<file path="src/rtl/butterfly_driver.sv">
// butterfly_driver: runs one butterfly job through the control unit's toggle protocol and returns the captured LED results
module butterfly_driver #(
  parameter int HOLD = 4
) (
  input  logic       clk,
  input  logic       rst,
  input  logic       job_valid,
  output logic       job_ready,
  input  logic [2:0] job_tw,
  input  logic [7:0] job_reb,
  input  logic [7:0] job_rea,
  output logic       control,
  output logic [7:0] sswitch,
  input  logic [7:0] led_out,
  output logic       res_valid,
  input  logic       res_ready,
  output logic [7:0] res_rey,
  output logic [7:0] res_imy,
  output logic [7:0] res_rez,
  output logic [7:0] res_imz
);
  typedef enum logic [1:0] {IDLE, RUN, RESULT} state_t;
  state_t state_q, state_d;
  logic [3:0] phase_q, phase_d;
  logic [7:0] cnt_q, cnt_d;
  logic [2:0] tw_q, tw_d;
  logic [7:0] reb_q, reb_d, rea_q, rea_d;
  logic [7:0] rey_q, rey_d, imy_q, imy_d, rez_q, rez_d, imz_q, imz_d;
  logic [7:0] sswitch_q, sswitch_d;
  logic control_q, control_d, job_ready_q, job_ready_d, res_valid_q, res_valid_d;
  logic accept, last, cap, run;
  always_comb begin
    accept = (state_q == IDLE) && job_valid && job_ready_q;
    last = cnt_q == 8'(HOLD - 1);
    state_d = state_q;
    phase_d = phase_q;
    cnt_d = cnt_q;
    tw_d = tw_q;
    reb_d = reb_q;
    rea_d = rea_q;
    if (accept) begin
      state_d = RUN;
      phase_d = 4'd0;
      cnt_d = 8'd0;
      tw_d = job_tw;
      reb_d = job_reb;
      rea_d = job_rea;
    end else if (state_q == RUN) begin
      cnt_d = last ? 8'd0 : cnt_q + 8'd1;
      phase_d = last ? phase_q + 4'd1 : phase_q;
      if (last && phase_q == 4'd9) state_d = RESULT;
    end else if (state_q == RESULT && res_ready) begin
      state_d = IDLE;
    end
    cap = (state_q == RUN) && last;
    rey_d = (cap && phase_q == 4'd5) ? led_out : rey_q;
    imy_d = (cap && phase_q == 4'd6) ? led_out : imy_q;
    rez_d = (cap && phase_q == 4'd7) ? led_out : rez_q;
    imz_d = (cap && phase_q == 4'd8) ? led_out : imz_q;
    // outputs are computed from next-state so the registered levels line up with the phase they belong to
    run = state_d == RUN;
    control_d = !run || phase_d[0];
    sswitch_d = !run ? 8'd0 :
                (phase_d == 4'd1 || phase_d == 4'd2) ? {5'b0, tw_d} :
                (phase_d == 4'd3 || phase_d == 4'd4) ? reb_d :
                (phase_d == 4'd5 || phase_d == 4'd6) ? rea_d : 8'd0;
    // one settling cycle in IDLE after a result before offering ready again
    job_ready_d = (state_d == IDLE) && (state_q == IDLE);
    res_valid_d = state_d == RESULT;
  end
  always_ff @(posedge clk) begin
    if (rst) begin
      state_q <= IDLE;
      phase_q <= 4'd0;
      cnt_q <= 8'd0;
      tw_q <= 3'd0;
      reb_q <= 8'd0;
      rea_q <= 8'd0;
      rey_q <= 8'd0;
      imy_q <= 8'd0;
      rez_q <= 8'd0;
      imz_q <= 8'd0;
      control_q <= 1'b1;
      sswitch_q <= 8'd0;
      job_ready_q <= 1'b0;
      res_valid_q <= 1'b0;
    end else begin
      state_q <= state_d;
      phase_q <= phase_d;
      cnt_q <= cnt_d;
      tw_q <= tw_d;
      reb_q <= reb_d;
      rea_q <= rea_d;
      rey_q <= rey_d;
      imy_q <= imy_d;
      rez_q <= rez_d;
      imz_q <= imz_d;
      control_q <= control_d;
      sswitch_q <= sswitch_d;
      job_ready_q <= job_ready_d;
      res_valid_q <= res_valid_d;
    end
  end
  assign job_ready = job_ready_q;
  assign control = control_q;
  assign sswitch = sswitch_q;
  assign res_valid = res_valid_q;
  assign res_rey = rey_q;
  assign res_imy = imy_q;
  assign res_rez = rez_q;
  assign res_imz = imz_q;
endmodule

</file>
<file path="config.mk">
export PLATFORM = sky130hd
export DESIGN_NAME = butterfly_driver
export DESIGN_NICKNAME = d
export VERILOG_FILES = /design/src/rtl/butterfly_driver.sv
export SDC_FILE = /design/constraint.sdc
export NUM_CORES = 1
export LEC_CHECK = 0
export ABC_AREA = 1
export CAP_MARGIN = 5
export CORE_UTILIZATION = 45
export CTS_CLUSTER_SIZE = 16
export DETAILED_ROUTE_END_ITERATION = 10
export HOLD_SLACK_MARGIN = 0.15
export PLACE_DENSITY = 0.83
export SLEW_MARGIN = 5
export SYNTH_ARGS = -nofsm -noshare
export SYNTH_HDL_FRONTEND = slang
export SYNTH_SLANG_ARGS = --single-unit
</file>
<file path="constraint.sdc">
create_clock -name clk -period 1.8 [get_ports clk]
set_clock_uncertainty 0.1 [all_clocks]
set_input_delay 0.36 -clock clk [delete_from_list [all_inputs] [get_ports clk]]
set_output_delay 0.36 -clock clk [all_outputs]
set_load 0.01 [all_outputs]
</file>
### After elaboration in Yosys (flattened, before gate mapping)

Cells that the tools add are included.

* flip-flop bits (word level): 76
* logic and storage cells: 68

* add/sub/neg operators: 2
* equality and inequality tests: 16
* muxes and demuxes: 14
* bitwise operators: 1
* reductions and logical operators: 20

Operator list (number)
* 2-to-1 mux 8 bit: 5
* equality test 4 x 3 -> 1 bit, second input constant: 6
* 2-to-1 mux 4 bit: 3
* logical AND 1 bit: 10
* adder 8 x 1 -> 8 bit, second input constant: 1
* equality test 4 x 2 -> 1 bit, second input constant: 2
* equality test 4 bit, second input constant: 2
* equality test 8 x 2 -> 1 bit, second input constant: 1
* 2-to-1 mux 2 bit: 4
* 2-to-1 mux 3 bit: 2
* adder 4 x 1 -> 4 bit, second input constant: 1
* equality test 2 x 1 -> 1 bit, second input constant: 2
* equality test 2 bit, second input constant: 2
* equality test 4 x 1 -> 1 bit, second input constant: 1
* logical NOT 2 bit: 2
* logical OR 1 bit: 4
* OR reduction 2 bit: 2
* OR reduction 3 bit: 1
* logical NOT 1 bit: 1
* inverter 1 bit: 1

### Logic depth before layout (Yosys ltp)

* depth after elaboration: 9
* depth in mapped cells: 14
* mapped depth without buffers: 13

### Least setup slack after synthesis

No wires, ideal clock.

* kind: reg-to-reg
* start: reg cnt_q[0]
* end: reg rey_q[5], in the netlist res_rey[5]
* data arrival time: 1503 ps
* required time: 1585 ps
* slack: 82 ps
* stages on the path, launching flop included: 11
* period minus slack after synthesis: 1718 ps
* cell sequence: dfxtp_1 > ha_1 > inv_1 > nor2_2 > nand3_2 > inv_1 > nand2_1 > nor3_4 > buf_4 > a21oi_1 > o21a_1

* longest elaborated chain between the ends: 3

Ends and longest elaborated chain
* start: declaration: RTL line 25 `logic [7:0] cnt_q, cnt_d;`
* start signal: assignment: RTL line 90 `cnt_q <= cnt_d;`
* equality test 8 x 2 -> 1 bit: RTL line 34 `last = cnt_q == 8'(HOLD - 1);`
* logical AND 1 bit: RTL line 55 `cap = (state_q == RUN) && last;`
* logical AND 1 bit: RTL line 56 `rey_d = (cap && phase_q == 4'd5) ? led_out : rey_q;`
* end signal: assignment: RTL line 94 `rey_q <= rey_d;`
* end: declaration: RTL line 28 `logic [7:0] rey_q, rey_d, imy_q, imy_d, rez_q, rez_d, imz_q, imz_d;`

Every way passes these cells.
A chain may end at the register's enable or synchronous reset.

### Final worst setup path

* start: reg cnt_q[1]
* end: reg sswitch_q[4], in the netlist sswitch[4]

* longest elaborated chain between the ends: 8

Ends and longest elaborated chain
* equality test 8 x 2 -> 1 bit *: RTL line 34
* 2-to-1 mux 4 bit / logical AND 1 bit (equally long branches): RTL line 50, 51
* 2-to-1 mux 4 bit / 2-to-1 mux 2 bit (equally long branches): RTL line 48, 51
* 2-to-1 mux 4 bit / 2-to-1 mux 2 bit (equally long branches): RTL line 41, 48
* equality test 4 x 3 -> 1 bit / 2-to-1 mux 2 bit (equally long branches): RTL line 66, 41
* logical OR 1 bit / equality test 2 x 1 -> 1 bit (equally long branches): RTL line 66, 61
* 2-to-1 mux 8 bit / inverter 1 bit (equally long branches)
* 2-to-1 mux 8 bit / OR reduction 3 bit (equally long branches)
* end signal: assignment: RTL line 99 `sswitch_q <= sswitch_d;`
* end: declaration: RTL line 29 `logic [7:0] sswitch_q, sswitch_d;`

Mark *: on every way between the ends. The rest lies on a longest branch, timed or not.

==> metrics.log <==
INFO  metric run_status = finished, violations left
INFO  metric failing_checks = negative setup slack
INFO  metric worst_setup_path_start_kind = flop
INFO  metric fill_cells = 492
INFO  metric fin_setup_tns = -0.570 ns
INFO  metric wirelength = a little under 9000 µm
INFO  metric maximum_number_of_pins_on_one_net_before_global_route_repair = 25
INFO  metric grt_setup_unrepaired = yes
INFO  metric antenna_found_initial = 0
INFO  metric hp-class = reg -> reg
INFO  metric clk_transition_reported_paths = ~0.08 ns
INFO  metric yosys_register_bits = 76
INFO  metric grt_first_pass_wirelength = ~13,000 µm
INFO  metric tritoncts.num_buffers = 9
INFO  metric synth_top_area_cell = sky130_fd_sc_hd__dfxtp_1
INFO  metric synthDistinctLibCells = 29
INFO  metric port_buffers = between 70 and 80
INFO  metric syn-num-nets = between 400 and 500
INFO  metric setup_viol = 8
INFO  metric sum_of_internal_switching_and_leakage_power = 3680 µW
INFO  metric h-tree-depth = 3
INFO  metric layout-area-overhead-vs-synth = 52.3%
INFO  metric antenna_violating_nets_post_route = 0
INFO  metric number_of_buffers_on_the_longest_clock_path = 2
INFO  metric die_height = about 86 µm
INFO  metric placed_cells_incl_taps = approximately 590
INFO  metric path_type_of_the_worst_setup_path = reg -> reg
INFO  metric syn-cell-area = about 3200 µm²
INFO  metric clock_sink_count = between 70 and 80
INFO  metric dr_vias = 3,140
INFO  metric p_per_area = 758 nW/µm²
INFO  metric remaining_drc_errors = 0
INFO  metric viasPerCell = a little over 5
INFO  metric largest_vdd_supply_drop = roughly 0.56 mV
INFO  metric globalRoute.totalOverflow = 0
INFO  metric endpoint_type_of_the_worst_setup_path = flop
INFO  metric detail_routed_net_length_per_standard_cell = approximately 14 µm
INFO  metric die-width = between 80 and 90 µm
INFO  metric avgSynthCellArea = 8.08 µm²
INFO  metric slew_viol_final = 0
INFO  metric dr_iter_0_viols = roughly 120
INFO  metric antenna-diode-count = 0
INFO  metric post-route-min-period = around 1.9 ns
INFO  metric cts_tree = done
INFO  metric slew-limit-headroom = 0.815
INFO  metric post_route_cells_drive_above_1_share = 0.288
INFO  metric dpl.hpwl = approximately 5700 µm
INFO  metric leakage = between 0.002 and 0.0025 µW
INFO  metric placement_rows = 30
INFO  metric timing_worst_slew_pin_value = approximately 0.27 ns
INFO  metric critical_path.max_fanout = 5
INFO  metric fmax = approximately 530 MHz
INFO  metric track_usage = 0.231
INFO  metric die_outline_area = roughly 7400 µm²
INFO  metric floorplan.initialDensity = 0.466
INFO  metric worstSkewPairLatency = 0.36 ns
INFO  metric finalHoldViolations = 0
INFO  metric drt_first_pass_iters = 5
INFO  metric synth.area.top_cells = sky130_fd_sc_hd__dfxtp_1, sky130_fd_sc_hd__nor2_1, sky130_fd_sc_hd__inv_1, sky130_fd_sc_hd__a21oi_1, sky130_fd_sc_hd__o21ai_0
INFO  metric timing.hold.ws = about 0.34 ns
INFO  metric postLayoutSetupSlackWorst = -0.0989 ns
INFO  metric critPathRequiredTime = roughly 2.0 ns
INFO  metric design.core.area = just under 7000 µm²
INFO  metric synth_top_cell_area_share = 0.478
INFO  metric syn-instance-count = 394
INFO  metric ios = between 70 and 80
INFO  metric area.sequential = ~1500 µm²
INFO  metric max_cap_violations = 0
INFO  metric yosysWarnings = 0
INFO  metric critPathArrivalTime = between 2 and 2.5 ns
INFO  metric final_min_period_over_clock_period = 1.05
INFO  metric layoutNonFillerInstCount = just over 600
INFO  metric cts_root_buffer = sky130_fd_sc_hd__clkbuf_8
INFO  metric grt_pass1_vias = 2,964
INFO  metric synth-seq-area-share = 0.478
INFO  metric multi_input_area = about 1600 µm²
INFO  metric finish.net_count = 552
INFO  metric finalWeightedCongestion = between 0.9 and 1
-- synthesized netlist by cell type --
cell type	n
sky130_fd_sc_hd__nor2_4	1
sky130_fd_sc_hd__nor3b_1	2
sky130_fd_sc_hd__nand3_2	5
sky130_fd_sc_hd__nand3_4	1
sky130_fd_sc_hd__inv_2	3
sky130_fd_sc_hd__buf_6	1
sky130_fd_sc_hd__nand2_1	39
sky130_fd_sc_hd__buf_4	2
sky130_fd_sc_hd__a21oi_2	4
sky130_fd_sc_hd__a21oi_1	35
sky130_fd_sc_hd__nand3_1	14
sky130_fd_sc_hd__nor3_1	5
sky130_fd_sc_hd__clkbuf_1	6
sky130_fd_sc_hd__nor2_2	3
sky130_fd_sc_hd__inv_1	49
sky130_fd_sc_hd__nor2_1	59
sky130_fd_sc_hd__o211ai_1	3
sky130_fd_sc_hd__o21ai_0	31
sky130_fd_sc_hd__o21a_1	12
sky130_fd_sc_hd__nor3_2	2
sky130_fd_sc_hd__ha_1	5
sky130_fd_sc_hd__dfxtp_1	76
sky130_fd_sc_hd__nor3_4	1
sky130_fd_sc_hd__nand4_1	3
sky130_fd_sc_hd__buf_2	5
sky130_fd_sc_hd__nand2_2	7
sky130_fd_sc_hd__nand2_4	1
sky130_fd_sc_hd__or2_2	6
sky130_fd_sc_hd__mux2i_1	13
-- where the power goes --
part	switching (µW)	internal [µW]	leakage (µW)
combinational	185	190	0.00128
sequential	16.0	1720	0.000620
clock	647	924	0.000120
total	848	2830	0.00202
-- placed cells by master, fill, tap and decap left out, types with 11 or more instances in the layout --
master / n
sky130_fd_sc_hd__nand2_2: 15
sky130_fd_sc_hd__nand2_1: 28
sky130_fd_sc_hd__o21a_1: 12
sky130_fd_sc_hd__dfxtp_1: 66
sky130_fd_sc_hd__clkdlybuf4s50_1: 73
sky130_fd_sc_hd__o21ai_0: 29
sky130_fd_sc_hd__a21oi_1: 34
sky130_fd_sc_hd__nor2_1: 51
sky130_fd_sc_hd__mux2i_1: 13
sky130_fd_sc_hd__inv_1: 38
sky130_fd_sc_hd__inv_2: 11
sky130_fd_sc_hd__buf_4: 41
-- timing repair --
item                       4_1_cts  5_1_grt
hold buffers                     0        0
setup endpoints to repair       12       45
resized for setup               26       52
pin swaps                       13       26
cloned                           1        2
setup buffers                    2       10
-- worst max-delay path, stage by stage, from the launching register on --
cell and delay [ns]:
sky130_fd_sc_hd__dfxtp_2 0.36, sky130_fd_sc_hd__ha_4 0.16, sky130_fd_sc_hd__nand2_4 0.05, sky130_fd_sc_hd__nor2_4 0.18, sky130_fd_sc_hd__buf_6 0.15, sky130_fd_sc_hd__nand4_1 0.13
sky130_fd_sc_hd__nand3_4 0.14, sky130_fd_sc_hd__inv_1 0.07, sky130_fd_sc_hd__nor2_2 0.14, sky130_fd_sc_hd__nand2_2 0.10, sky130_fd_sc_hd__nor2_1 0.12, sky130_fd_sc_hd__nor2_1 0.06
sky130_fd_sc_hd__nor2_1 0.10
-- metrics by stage --
stage | setup slack [ns] | instance area (µm²) | util
2_1_floorplan | 0.0822 | 3180 | -
3_3_place_gp | -0.280 | 4250 | 0.622
3_5_place_dp | -0.352 | 4250 | 0.622
4_1_cts | -0.0166 | 4600 | 0.674
5_1_grt | -0.196 | 4850 | 0.710
6_report | -0.0989 | 4850 | 0.710
-- final timing paths --
check	from	end	slack, ns	cells past startpoint
worst max-delay path	cnt_q[1]$_SDFFE_PP0N_	sswitch[4]$_SDFF_PP0_	-0.1	12
worst min-delay path	res_rez[3]$_SDFFE_PP0P_	res_rez[3]$_SDFFE_PP0P_	0.34	2
worst max register to register	cnt_q[1]$_SDFFE_PP0N_	sswitch[4]$_SDFF_PP0_	-0.1	12
worst min register to register	res_rez[3]$_SDFFE_PP0P_	res_rez[3]$_SDFFE_PP0P_	0.34	2
-- area by class of cell --
type,instances,area share
well taps,96,0.0248
clock buffers,10,0.0263
repair buffers,122,0.234
clock inverters,6,0.0232
inverters,52,0.0420
flip-flops and latches,76,0.317
repair inverters,1,0.00155
multi-input cells,254,0.331
-- registers in the layout, indices dropped and copies added (netlist names) --
signal / flops
cnt_q: 8
rea_q: 8
reb_q: 8
res_imy: 8
res_imz: 8
res_rey: 8
res_rez: 8
sswitch: 8
phase_q: 4
tw_q: 3
state_q: 2
control: 1
job_ready: 1
res_valid: 1
-- routing by layer --
layer / part of all wire / GRT usage / wire length (µm) / vias up
met1: 0.41 / 0.268 / 3620 / 1489
li1: - / - / - / 1520
met3: 0.046 / 0.0500 / 408 / 19
met2: 0.52 / 0.418 / 4640 / 112
met4: 0.023 / 0.0818 / 200 / 0
met5: 0 / 0 / 0 / -
-- kinds of logic (layout without fill, tap and decap cells) --
group | after synthesis | in the layout | share of synthesized area
compound gates | 85 | 85 | 0.150
fa+ha+maj | 5 | 5 | 0.0196
buf+inv | 66 | 191 | 0.0845
flops | 76 | 76 | 0.478
mux | 13 | 13 | 0.0409
simple gates | 149 | 151 | 0.227
No activity file was read; power rests on OpenSTA's default activity.
